**src/rtl/instr_arb_pkg.sv**
```systemverilog
`default_nettype none
// ============================================================================
//  Module      : instr_arb_pkg
//  Description : Shared constants and types for the instruction-side AXI3
//                read arbiter: requester indices, the idle grant code,
//                the arbiter state encoding and AXI burst type.
//  Revision    : 1.0 - initial release
// ============================================================================
package instr_arb_pkg;

    // Requester slots on the shared port
    localparam logic [1:0] REQ_ICACHE   = 2'd0;
    localparam logic [1:0] REQ_UNCACHED = 2'd1;
    localparam logic [1:0] REQ_PREFETCH = 2'd2;

    // Reported grant index when no transaction is owned
    localparam logic [1:0] GRANT_NONE   = 2'd3;

    // AXI burst type used for every request
    localparam logic [1:0] AXI_BURST_INCR = 2'b01;

    // Prefetch starvation counter geometry (saturating)
    localparam int unsigned STARVE_W   = 3;
    localparam logic [STARVE_W-1:0] STARVE_MAX = 3'd7;

    typedef enum logic [1:0] {
        IDLE = 2'd0,
        ADDR = 2'd1,
        DATA = 2'd2
    } arb_state_t;

endpackage : instr_arb_pkg
`default_nettype wire

```
**src/rtl/instr_arb_pick.sv**
```systemverilog
`default_nettype none
// ============================================================================
//  Module      : instr_arb_pick
//  Description : Combinational priority picker with prefetch aging. The
//                lowest requesting index wins unless prefetch is requesting
//                and has lost at least STARVE_LIM arbitrations in a row.
//  Ports       : valid      - per-requester request vector
//                starve_cnt - consecutive lost prefetch arbitrations
//                winner     - selected requester index
//                found      - at least one requester is valid
//  Revision    : 1.0 - initial release
// ============================================================================
module instr_arb_pick
    import instr_arb_pkg::*;
#(
    parameter int unsigned STARVE_LIM = 4
) (
    input  logic [2:0]          valid,
    input  logic [STARVE_W-1:0] starve_cnt,
    output logic [1:0]          winner,
    output logic                found
);

    // One extra bit so a limit equal to the counter range compares cleanly
    localparam logic [STARVE_W:0] c_lim = (STARVE_W+1)'(STARVE_LIM);

    logic w_aged;

    assign w_aged = valid[REQ_PREFETCH] && ({1'b0, starve_cnt} >= c_lim);
    assign found  = |valid;

    always_comb begin
        winner = REQ_ICACHE;
        if (w_aged) begin
            winner = REQ_PREFETCH;
        end else if (valid[REQ_ICACHE]) begin
            winner = REQ_ICACHE;
        end else if (valid[REQ_UNCACHED]) begin
            winner = REQ_UNCACHED;
        end else if (valid[REQ_PREFETCH]) begin
            winner = REQ_PREFETCH;
        end
    end

endmodule : instr_arb_pick
`default_nettype wire

```
**src/rtl/instr_rd_arbiter.sv**
```systemverilog
`default_nettype none
// ============================================================================
//  Module      : instr_rd_arbiter
//  Description : Shares one AXI3 read master between icache refill (0),
//                uncached fetch (1) and icache prefetch (2). One transaction
//                outstanding; fixed priority with prefetch aging; R beats
//                are steered back to the owning requester.
//  Ports       : clk, rst           - clock, synchronous active-high reset
//                s_ar*              - per-requester request side (packed)
//                s_r*               - per-requester read data side
//                ar*/r*             - AXI3 AR and R channels
//                grant              - owner index, 3 when idle
//                busy               - transaction in flight
//                id_err             - sticky rid/arid disagreement flag
//  Revision    : 1.0 - initial release
// ============================================================================
module instr_rd_arbiter
    import instr_arb_pkg::*;
#(
    parameter int unsigned ADDR_W     = 32,
    parameter int unsigned STARVE_LIM = 4
) (
    input  logic                clk,
    input  logic                rst,
    // requester side
    input  logic [2:0]          s_arvalid,
    input  logic [3*ADDR_W-1:0] s_araddr,
    input  logic [11:0]         s_arlen,
    input  logic [8:0]          s_arsize,
    output logic [2:0]          s_arready,
    output logic [31:0]         s_rdata,
    output logic [1:0]          s_rresp,
    output logic                s_rlast,
    output logic [2:0]          s_rvalid,
    input  logic [2:0]          s_rready,
    // AXI AR channel
    output logic [3:0]          arid,
    output logic [ADDR_W-1:0]   araddr,
    output logic [3:0]          arlen,
    output logic [2:0]          arsize,
    output logic [1:0]          arburst,
    output logic [1:0]          arlock,
    output logic [3:0]          arcache,
    output logic [2:0]          arprot,
    output logic                arvalid,
    input  logic                arready,
    // AXI R channel
    input  logic [3:0]          rid,
    input  logic [31:0]         rdata,
    input  logic [1:0]          rresp,
    input  logic                rlast,
    input  logic                rvalid,
    output logic                rready,
    // status
    output logic [1:0]          grant,
    output logic                busy,
    output logic                id_err
);

    arb_state_t          r_state;
    logic [1:0]          r_winner;
    logic [1:0]          r_grant;
    logic [ADDR_W-1:0]   r_addr;
    logic [3:0]          r_len;
    logic [2:0]          r_size;
    logic [STARVE_W-1:0] r_starve;
    logic                r_id_err;

    logic [1:0]          w_win;
    logic                w_found;
    logic                w_accept;
    logic                w_r_hs;
    logic [ADDR_W-1:0]   w_sel_addr;
    logic [3:0]          w_sel_len;
    logic [2:0]          w_sel_size;

    instr_arb_pick #(
        .STARVE_LIM (STARVE_LIM)
    ) u_pick (
        .valid      (s_arvalid),
        .starve_cnt (r_starve),
        .winner     (w_win),
        .found      (w_found)
    );

    // Reset dominates the grant edge, so the accept pulse is held off while
    // rst is high to avoid telling a requester it was taken when it was not.
    assign w_accept  = (r_state == IDLE) && w_found && !rst;
    assign s_arready = w_accept ? (3'b001 << w_win) : 3'b000;

    // Fields of the winning requester, captured on the accept cycle
    always_comb begin
        w_sel_addr = s_araddr[ADDR_W-1:0];
        w_sel_len  = s_arlen[3:0];
        w_sel_size = s_arsize[2:0];
        case (w_win)
            REQ_UNCACHED: begin
                w_sel_addr = s_araddr[2*ADDR_W-1:ADDR_W];
                w_sel_len  = s_arlen[7:4];
                w_sel_size = s_arsize[5:3];
            end
            REQ_PREFETCH: begin
                w_sel_addr = s_araddr[3*ADDR_W-1:2*ADDR_W];
                w_sel_len  = s_arlen[11:8];
                w_sel_size = s_arsize[8:6];
            end
            default: begin
                w_sel_addr = s_araddr[ADDR_W-1:0];
                w_sel_len  = s_arlen[3:0];
                w_sel_size = s_arsize[2:0];
            end
        endcase
    end

    // AR channel driven from the latched request
    assign arvalid = (r_state == ADDR);
    assign arid    = {2'b00, r_winner};
    assign araddr  = r_addr;
    assign arlen   = r_len;
    assign arsize  = r_size;
    assign arburst = AXI_BURST_INCR;
    assign arlock  = 2'b00;
    assign arcache = 4'b0000;
    assign arprot  = 3'b000;

    // R channel: zero-latency steering to the owner, data broadcast
    assign rready   = (r_state == DATA) && s_rready[r_winner];
    assign s_rvalid = ((r_state == DATA) && rvalid) ? (3'b001 << r_winner) : 3'b000;
    assign s_rdata  = rdata;
    assign s_rresp  = rresp;
    assign s_rlast  = rlast;
    assign w_r_hs   = rvalid && rready;

    assign grant  = r_grant;
    assign busy   = (r_state != IDLE);
    assign id_err = r_id_err;

    always_ff @(posedge clk) begin
        if (rst) begin
            r_state  <= IDLE;
            r_winner <= REQ_ICACHE;
            r_grant  <= GRANT_NONE;
            r_addr   <= '0;
            r_len    <= '0;
            r_size   <= '0;
            r_starve <= '0;
            r_id_err <= 1'b0;
        end else begin
            case (r_state)
                IDLE: begin
                    if (w_accept) begin
                        r_winner <= w_win;
                        r_grant  <= w_win;
                        r_addr   <= w_sel_addr;
                        r_len    <= w_sel_len;
                        r_size   <= w_sel_size;
                        r_state  <= ADDR;
                        // Aging: count only rounds prefetch actually lost
                        if (w_win == REQ_PREFETCH) begin
                            r_starve <= '0;
                        end else if (s_arvalid[REQ_PREFETCH] && (r_starve != STARVE_MAX)) begin
                            r_starve <= r_starve + 1'b1;
                        end
                    end
                end
                ADDR: begin
                    if (arready) begin
                        r_state <= DATA;
                    end
                end
                DATA: begin
                    // Beat is still forwarded; the flag only records it
                    if (w_r_hs && (rid != arid)) begin
                        r_id_err <= 1'b1;
                    end
                    // rlast alone ends the burst, no beat counting
                    if (w_r_hs && rlast) begin
                        r_state <= IDLE;
                        r_grant <= GRANT_NONE;
                    end
                end
                default: begin
                    r_state <= IDLE;
                end
            endcase
        end
    end

endmodule : instr_rd_arbiter
`default_nettype wire

```
**config.mk**
```make
export PLATFORM = sky130hd
export DESIGN_NAME = instr_rd_arbiter
export DESIGN_NICKNAME = d
export VERILOG_FILES = /design/src/rtl/instr_arb_pkg.sv /design/src/rtl/instr_arb_pick.sv /design/src/rtl/instr_rd_arbiter.sv
export SDC_FILE = /design/constraint.sdc
export NUM_CORES = 1
export LEC_CHECK = 0
export ABC_AREA = 1
export BUFFER_PORTS_ARGS = -buffer_cell sky130_fd_sc_hd__buf_2
export CAP_MARGIN = 10
export CORE_AREA = 4 4 102 104
export CTS_BUF_LIST = sky130_fd_sc_hd__clkbuf_8
export CTS_CLUSTER_SIZE = 40
export DETAILED_ROUTE_END_ITERATION = 10
export DIE_AREA = 0 0 106 108
export PLACE_DENSITY = 0.68
export SYNTH_ARGS = -nofsm -noshare
export SYNTH_HDL_FRONTEND = slang
export SYNTH_SLANG_ARGS = --single-unit
export TNS_END_PERCENT = 20
```
**constraint.sdc**
```tcl
create_clock -name clk -period 4.5 [get_ports clk]
set_clock_uncertainty 0.1 [all_clocks]
set_input_delay 0.9 -clock clk [delete_from_list [all_inputs] [get_ports clk]]
set_output_delay 0.9 -clock clk [all_outputs]
set_load 0.01 [all_outputs]
```
==> out/results.ini, run 1 <==
[layout]
multi_input_area_sq_mm = 0.001602
layout_common_cells = buf_2, nand2_1, nand3_1
final_cells = 717
n_fill_cell = 1021
num_antenna_cells = 0
layout-drive-gt1-share = 0.3630
layout_commonest_cell = buf_2
nets = 754
syn2layout_area_growth_pct = 24.62
seqCellArea_sq_um = 980.9
final_area_sq_mm = 0.003926

[clock_network]
clock_sinks = 49
cts_max_path_buffers = 2
cts.clk_slew.worst_paths_ns = 0.09
cts_max_level = 2
cts_hold_buf = 0
cts_tree = done
postCtsSetupBuffers = 0
insertion_delay_ns = 0.29
cts_buffers = 5
root_buffer = clkbuf_8
post_cts_resized = 0

[worst_setup_path]
critPathRequiredTime_ns = 3.50
cpMaxStageDelayCell = buf_4
critPathCaptureType = output port
worst_path_most_repeated_cell = buf_2
worstSetupPathType = in -> out
critPathBufInv = 4
crit_family = buffers and inverters
crit_chain = buf_2 -> inv_1 -> nand3_2 -> buf_4 -> nand3_4 -> nor2_1 -> buf_2
rrSetupSlack_ns = 1.90
path_max_fanout = 41
cp-start-kind = primary input
slowest_delay_ns = 0.43
cp_data_arrival_time_ns = 2.07

[route]
via_count = 3591
totalWireLength_mm = 10.55
drtPass1Iterations = 4
drtAntennaViolNets = 0
via_per_inst = 5.008
drtIter0Drc = 158
route.detailed.drc = 0
wl_per_cell_um = 14.72

[die]
initial_core_util = 0.3299
die_area_sq_mm = 0.01145
die_width_um = 106
die_h_um = 108
io_pins = 267
std_cell_rows = 36
core_sq_mm = 0.009549

[timing]
tns_ns = 0
rsz0062_at_grt = false
final_max_slew_viol_count = 0
tightest_slew_ns = 0.8577
final-setup-viol-count = 0
period_share = 0.6827
fin_ws_ns = 1.428
final-hold-violation-count = 0
period_needed_ns = 3.072
maxSlewHeadroom = 0.4262
maxClockFrequency_mhz = 325.5

[yosys]
syn_avg_cell_area_sq_um = 6.909
syn_inst = 456
ys_seq_elements = 49
synth_mux_area_frac = 0
ys_seq_area_frac = 0.3114
synthSimpleGateAreaFrac = 0.2796
synthAdderAreaFrac = 0.01986
ys.warnings.count = 0
ys_types = 27
synth_top_family_by_area = simple AND/OR/NAND/NOR gates
synth_xor_area_frac = 0.002780
synth_compound_area_frac = 0.1898
syn_area_sq_mm = 0.003151

[power]
ir_worst_vdd_uv = 126.0
p_per_area_mw_per_mm2 = 306.7
power_w = 0.001204
p_leak_nw = 1.869

[min_path]
min_path_type = reg -> reg

[global_routing]
grt_use_total = 0.1734
grt_start_max_net_pins = 47
grt_pass1_wl_mm = 16.34
grt_pass1_vias = 3523
grt_overflow = 0
antenna_found_initial = 0

[job]
drv_cap = 0

[status]
status = completed

[placed_design]
place_area_sq_mm = 0.003810
pre_cts_ws_ns = 1.188
gp_congestion = 0.7767
dp.cells = 709
port_buffers = 185
hpwlAfterDp_mm = 7.614

path summary, 6_finish.rpt:
check | startpoint | to | cells past startpoint
max | s_arvalid[1] | s_arready[2] | 7
min | arlen[2] | arlen[2] | 2
max reg2reg | r_starve[2] | araddr[12] | 8
min reg2reg | arlen[2] | arlen[2] | 2
Yosys cell counts:
master	instances	area, sq um
nand3_1	51	255.2
o21ai_0	3	15.01
a31oi_1	1	6.260
nand3_2	1	10.01
buf_6	1	11.26
conb_1	2	7.510
nand2_2	2	12.51
inv_1	18	67.56
clkbuf_1	13	48.80
nor2_2	1	6.260
nand4_1	3	18.77
nand2_1	131	491.7
ha_1	5	62.56
inv_2	4	15.01
buf_1	1	3.750
xnor2_1	1	8.760
nor2_1	8	30.03
clkbuf_2	1	5.000
buf_2	17	85.08
or2_2	2	12.51
nor2_4	1	11.26
dfxtp_1	49	980.9
a21oi_1	47	235.2
buf_4	50	375.4
nor3_1	3	15.01
o2111ai_1	39	341.6
nand3_4	1	17.52
state kept, by name, summed over array words and instances, names as in the netlist:
name and cells:
r_winner 2, arsize 3, r_starve 3, araddr 32, r_state 2, arlen 4
id_err 1, grant 2
tightest hold or removal path, cell delays in order, from the launching register on:
cell	delay, ns
dfxtp_1	0.32
nand2_1	0.06
a21oi_1	0.05
cell families (layout without fill, tap and decap cells):
kind of cell,Yosys count,in the layout
AOI/OAI and AO/OA,90,90
xor gates and xnor gates,1,1
adders and majority gates,5,5
buffers and inverters,105,222
DFF,49,49
other,2,13
and+or+nand+nor,204,204
cell type report:
| class | count | share of cell area |
|---|---|---|
| Multi-Input combinational cell | 313 | 0.4079 |
| Clock inverter | 2 | 0.008604 |
| Inverter | 22 | 0.02103 |
| Clock buffer | 6 | 0.02103 |
| Timing Repair Buffer | 192 | 0.2492 |
| Sequential cell | 49 | 0.2498 |
| Tap cell | 133 | 0.04238 |
power by group:
| part | switching [W] | leakage, nW | internal [W] |
|---|---|---|---|
| clock network | 0.000149 | 0.0626 | 0.000179 |
| logic | 0.000218 | 1.40 | 0.000151 |
| registers | 0.0000256 | 0.404 | 0.000481 |
| total | 0.000393 | 1.87 | 0.000812 |
through the flow:
stage          hold slack [ns]  utilization
3_5_place_dp            0.3522       0.3990
5_1_grt                 0.3908       0.4112
4_1_cts                 0.3691       0.4112
2_1_floorplan           0.3479            -
6_report                0.3652       0.4112
3_3_place_gp            0.3492       0.3990
per-layer routing:
layer  GRT usage  wire (um)  vias to the layer above
met2      0.3110       5204                      158
li1            -          -                     1745
met1      0.1911       4141                     1643
met5           0          0                        -
met4     0.08048        368                        0
met3     0.04716        838                       45
Power figures use the tool's default switching activity.
==> run 2, diff against run 1 <==
Clock period 4.5 ns to 2.86 ns, I/O delays scaled along.
==> out/results.ini, run 2 (synthesis gave the netlist of run 1 again) <==
[global_routing]
grt_pass1_wl_mm = 15.95
grt_pass1_vias = 3370
grt_start_max_net_pins = 79
grt_overflow = 0
grt_use_total = 0.1693
antenna_found_initial = 0

[job]
drv_cap = 0

[worst_setup_path]
regToRegStartpoint = r_starve[2]
r2r_cells = 8
worstSetupPathType = in -> out
slowest_delay_ns = 0.25
cpMaxStageDelayCell = ha_1
crit_chain = buf_2 -> inv_1 -> nand2_1 -> a21oi_1 -> ha_1 -> inv_1 -> nor2_1 -> buf_2
startpoint = s_arvalid[0]
cp.depth = 8
r2r_end = araddr[23]
critPathRequiredTime_ns = 2.19
endpoint = s_arready[2]
path_max_fanout = 4
cp_data_arrival_time_ns = 1.68
rrSetupSlack_ns = 0.70
critPathBufInv = 4
critPathCaptureType = output port
crit_family = buffers and inverters
cp-start-kind = primary input

[power]
clock_power_share = 0.239
p_leak_nw = 1.872
p_comb_frac = 0.322
seqPwrFrac = 0.439
p_per_area_mw_per_mm2 = 461.7
p_int_w = 0.001198
p_sw_frac = 0.3403
ir_worst_vdd_uv = 215.1
switchingPower_w = 0.0006181

[die]
initial_core_util = 0.3299
std_cell_rows = 36
io_pins = 267
die_h_um = 108
die_width_um = 106
core_sq_mm = 0.009549
die_area_sq_mm = 0.01145

[status]
status = completed

[clock_network]
insertion_delay_ns = 0.30
cts_hold_buf = 0
cts_max_level = 2
cts_max_path_buffers = 2
cts.clk_slew.worst_paths_ns = 0.09
postCtsSetupBuffers = 0
root_buffer = clkbuf_8
cts_buffers = 5
cts_tree = done
clock_sinks = 49
post_cts_resized = 0

[placed_design]
gp_congestion = 0.7872
port_buffers = 185
dp.cells = 711
hpwlAfterDp_mm = 7.584

[layout]
num_antenna_cells = 0
layout-drive-gt1-share = 0.3669
n_fill_cell = 1029
layout_commonest_cell = buf_2
layout_common_cells = buf_2, nand2_1, nand3_1
nets = 756
syn2layout_area_growth_pct = 24.86
largest_reg_flops = 32
final_cells = 719

[route]
via_count = 3514
route.detailed.drc = 0
wl_met2_mm = 5.127
wl_met1_mm = 4.144
met3_wirelength_um = 774
routed.top_layer = met4
via_per_inst = 4.887
totalWireLength_mm = 10.33
drtIter0Drc = 173
drtAntennaViolNets = 0
drtPass1Iterations = 4
wl_per_cell_um = 14.37

[timing]
final-setup-viol-count = 0
maxClockFrequency_mhz = 425.4
maxSlewHeadroom = 0.6582
final_max_slew_viol_count = 0
period_needed_ns = 2.350
tns_ns = 0
period_share = 0.8218
final-hold-violation-count = 0
tightest_slew_ns = 0.5127
rsz0062_at_grt = false

[min_path]
min_path_type = reg -> reg

[run 2: changes by cell type in the layout (fill, tap and decap cells not counted), sizes merged]
cell | before | now
buf | 192 | 194
clkinv | 0 | 2
bufinv | 1 | 0
inv | 23 | 22
[run 2: worst min-delay path: cells and delay by family (launching register included)]
kind	cells	cell delay, ns
flip-flops	1	0.33
AND/OR/NAND/NOR	2	0.10
[run 2: final cells by class]
cell class | instances | area (sq um) | area share
multi-input combinational | 313 | 1602 | 0.4071
timing repair buffer | 194 | 1006 | 0.2557
sequential | 49 | 980.9 | 0.2494
tap | 133 | 166.4 | 0.04230
clock buffer | 6 | 82.58 | 0.02099
inverter | 22 | 82.58 | 0.02099
clock inverter | 2 | 13.76 | 0.003499
[run 2: power groups by stage]
stage	logic (W)	clock network (W)	registers [W]
6_report	0.000585	0.000434	0.000798
2_1_floorplan	0.000376	0	0.000845
5_1_grt	0.000648	0.000489	0.000807
3_3_place_gp	0.000578	0	0.000811
4_1_cts	0.000589	0.000464	0.000798
3_5_place_dp	0.000588	0	0.000813
[run 2: worst min path at each step]
| stage | start | endpoint | slack, ns | cells past startpoint |
|---|---|---|---|---|
| finish | grant[1] | grant[1] | 0.36 | 2 |
| global route | araddr[7] | araddr[7] | 0.39 | 2 |
| CTS | arsize[2] | arsize[2] | 0.37 | 2 |
| detailed placement | grant[1] | grant[1] | 0.34 | 2 |
| global placement | grant[0] | grant[0] | 0.34 | 2 |
| floorplan | r_starve[1] | r_starve[1] | 0.35 | 2 |
[run 2: metal layers]
metal	global-route usage	vias to the layer above
met2	0.2951	141
met3	0.04239	40
met5	0	-
li1	-	1747
met1	0.1947	1586
met4	0.08141	0
[run 2: per-stage QoR]
stage	cell area, sq um	utilization	power, W	worst slack [ns]	hold slack, ns
final	3934	0.4120	0.001816	0.5095	0.3624
after global routing	3934	0.4120	0.001943	0.3547	0.3884
after CTS	3934	0.4120	0.001851	0.5180	0.3673
after detailed placement	3837	0.4019	0.001400	0.4102	0.3446
after global placement	3837	0.4019	0.001389	0.4880	0.3368
after floorplan	3192	-	0.001220	0.6170	0.3479
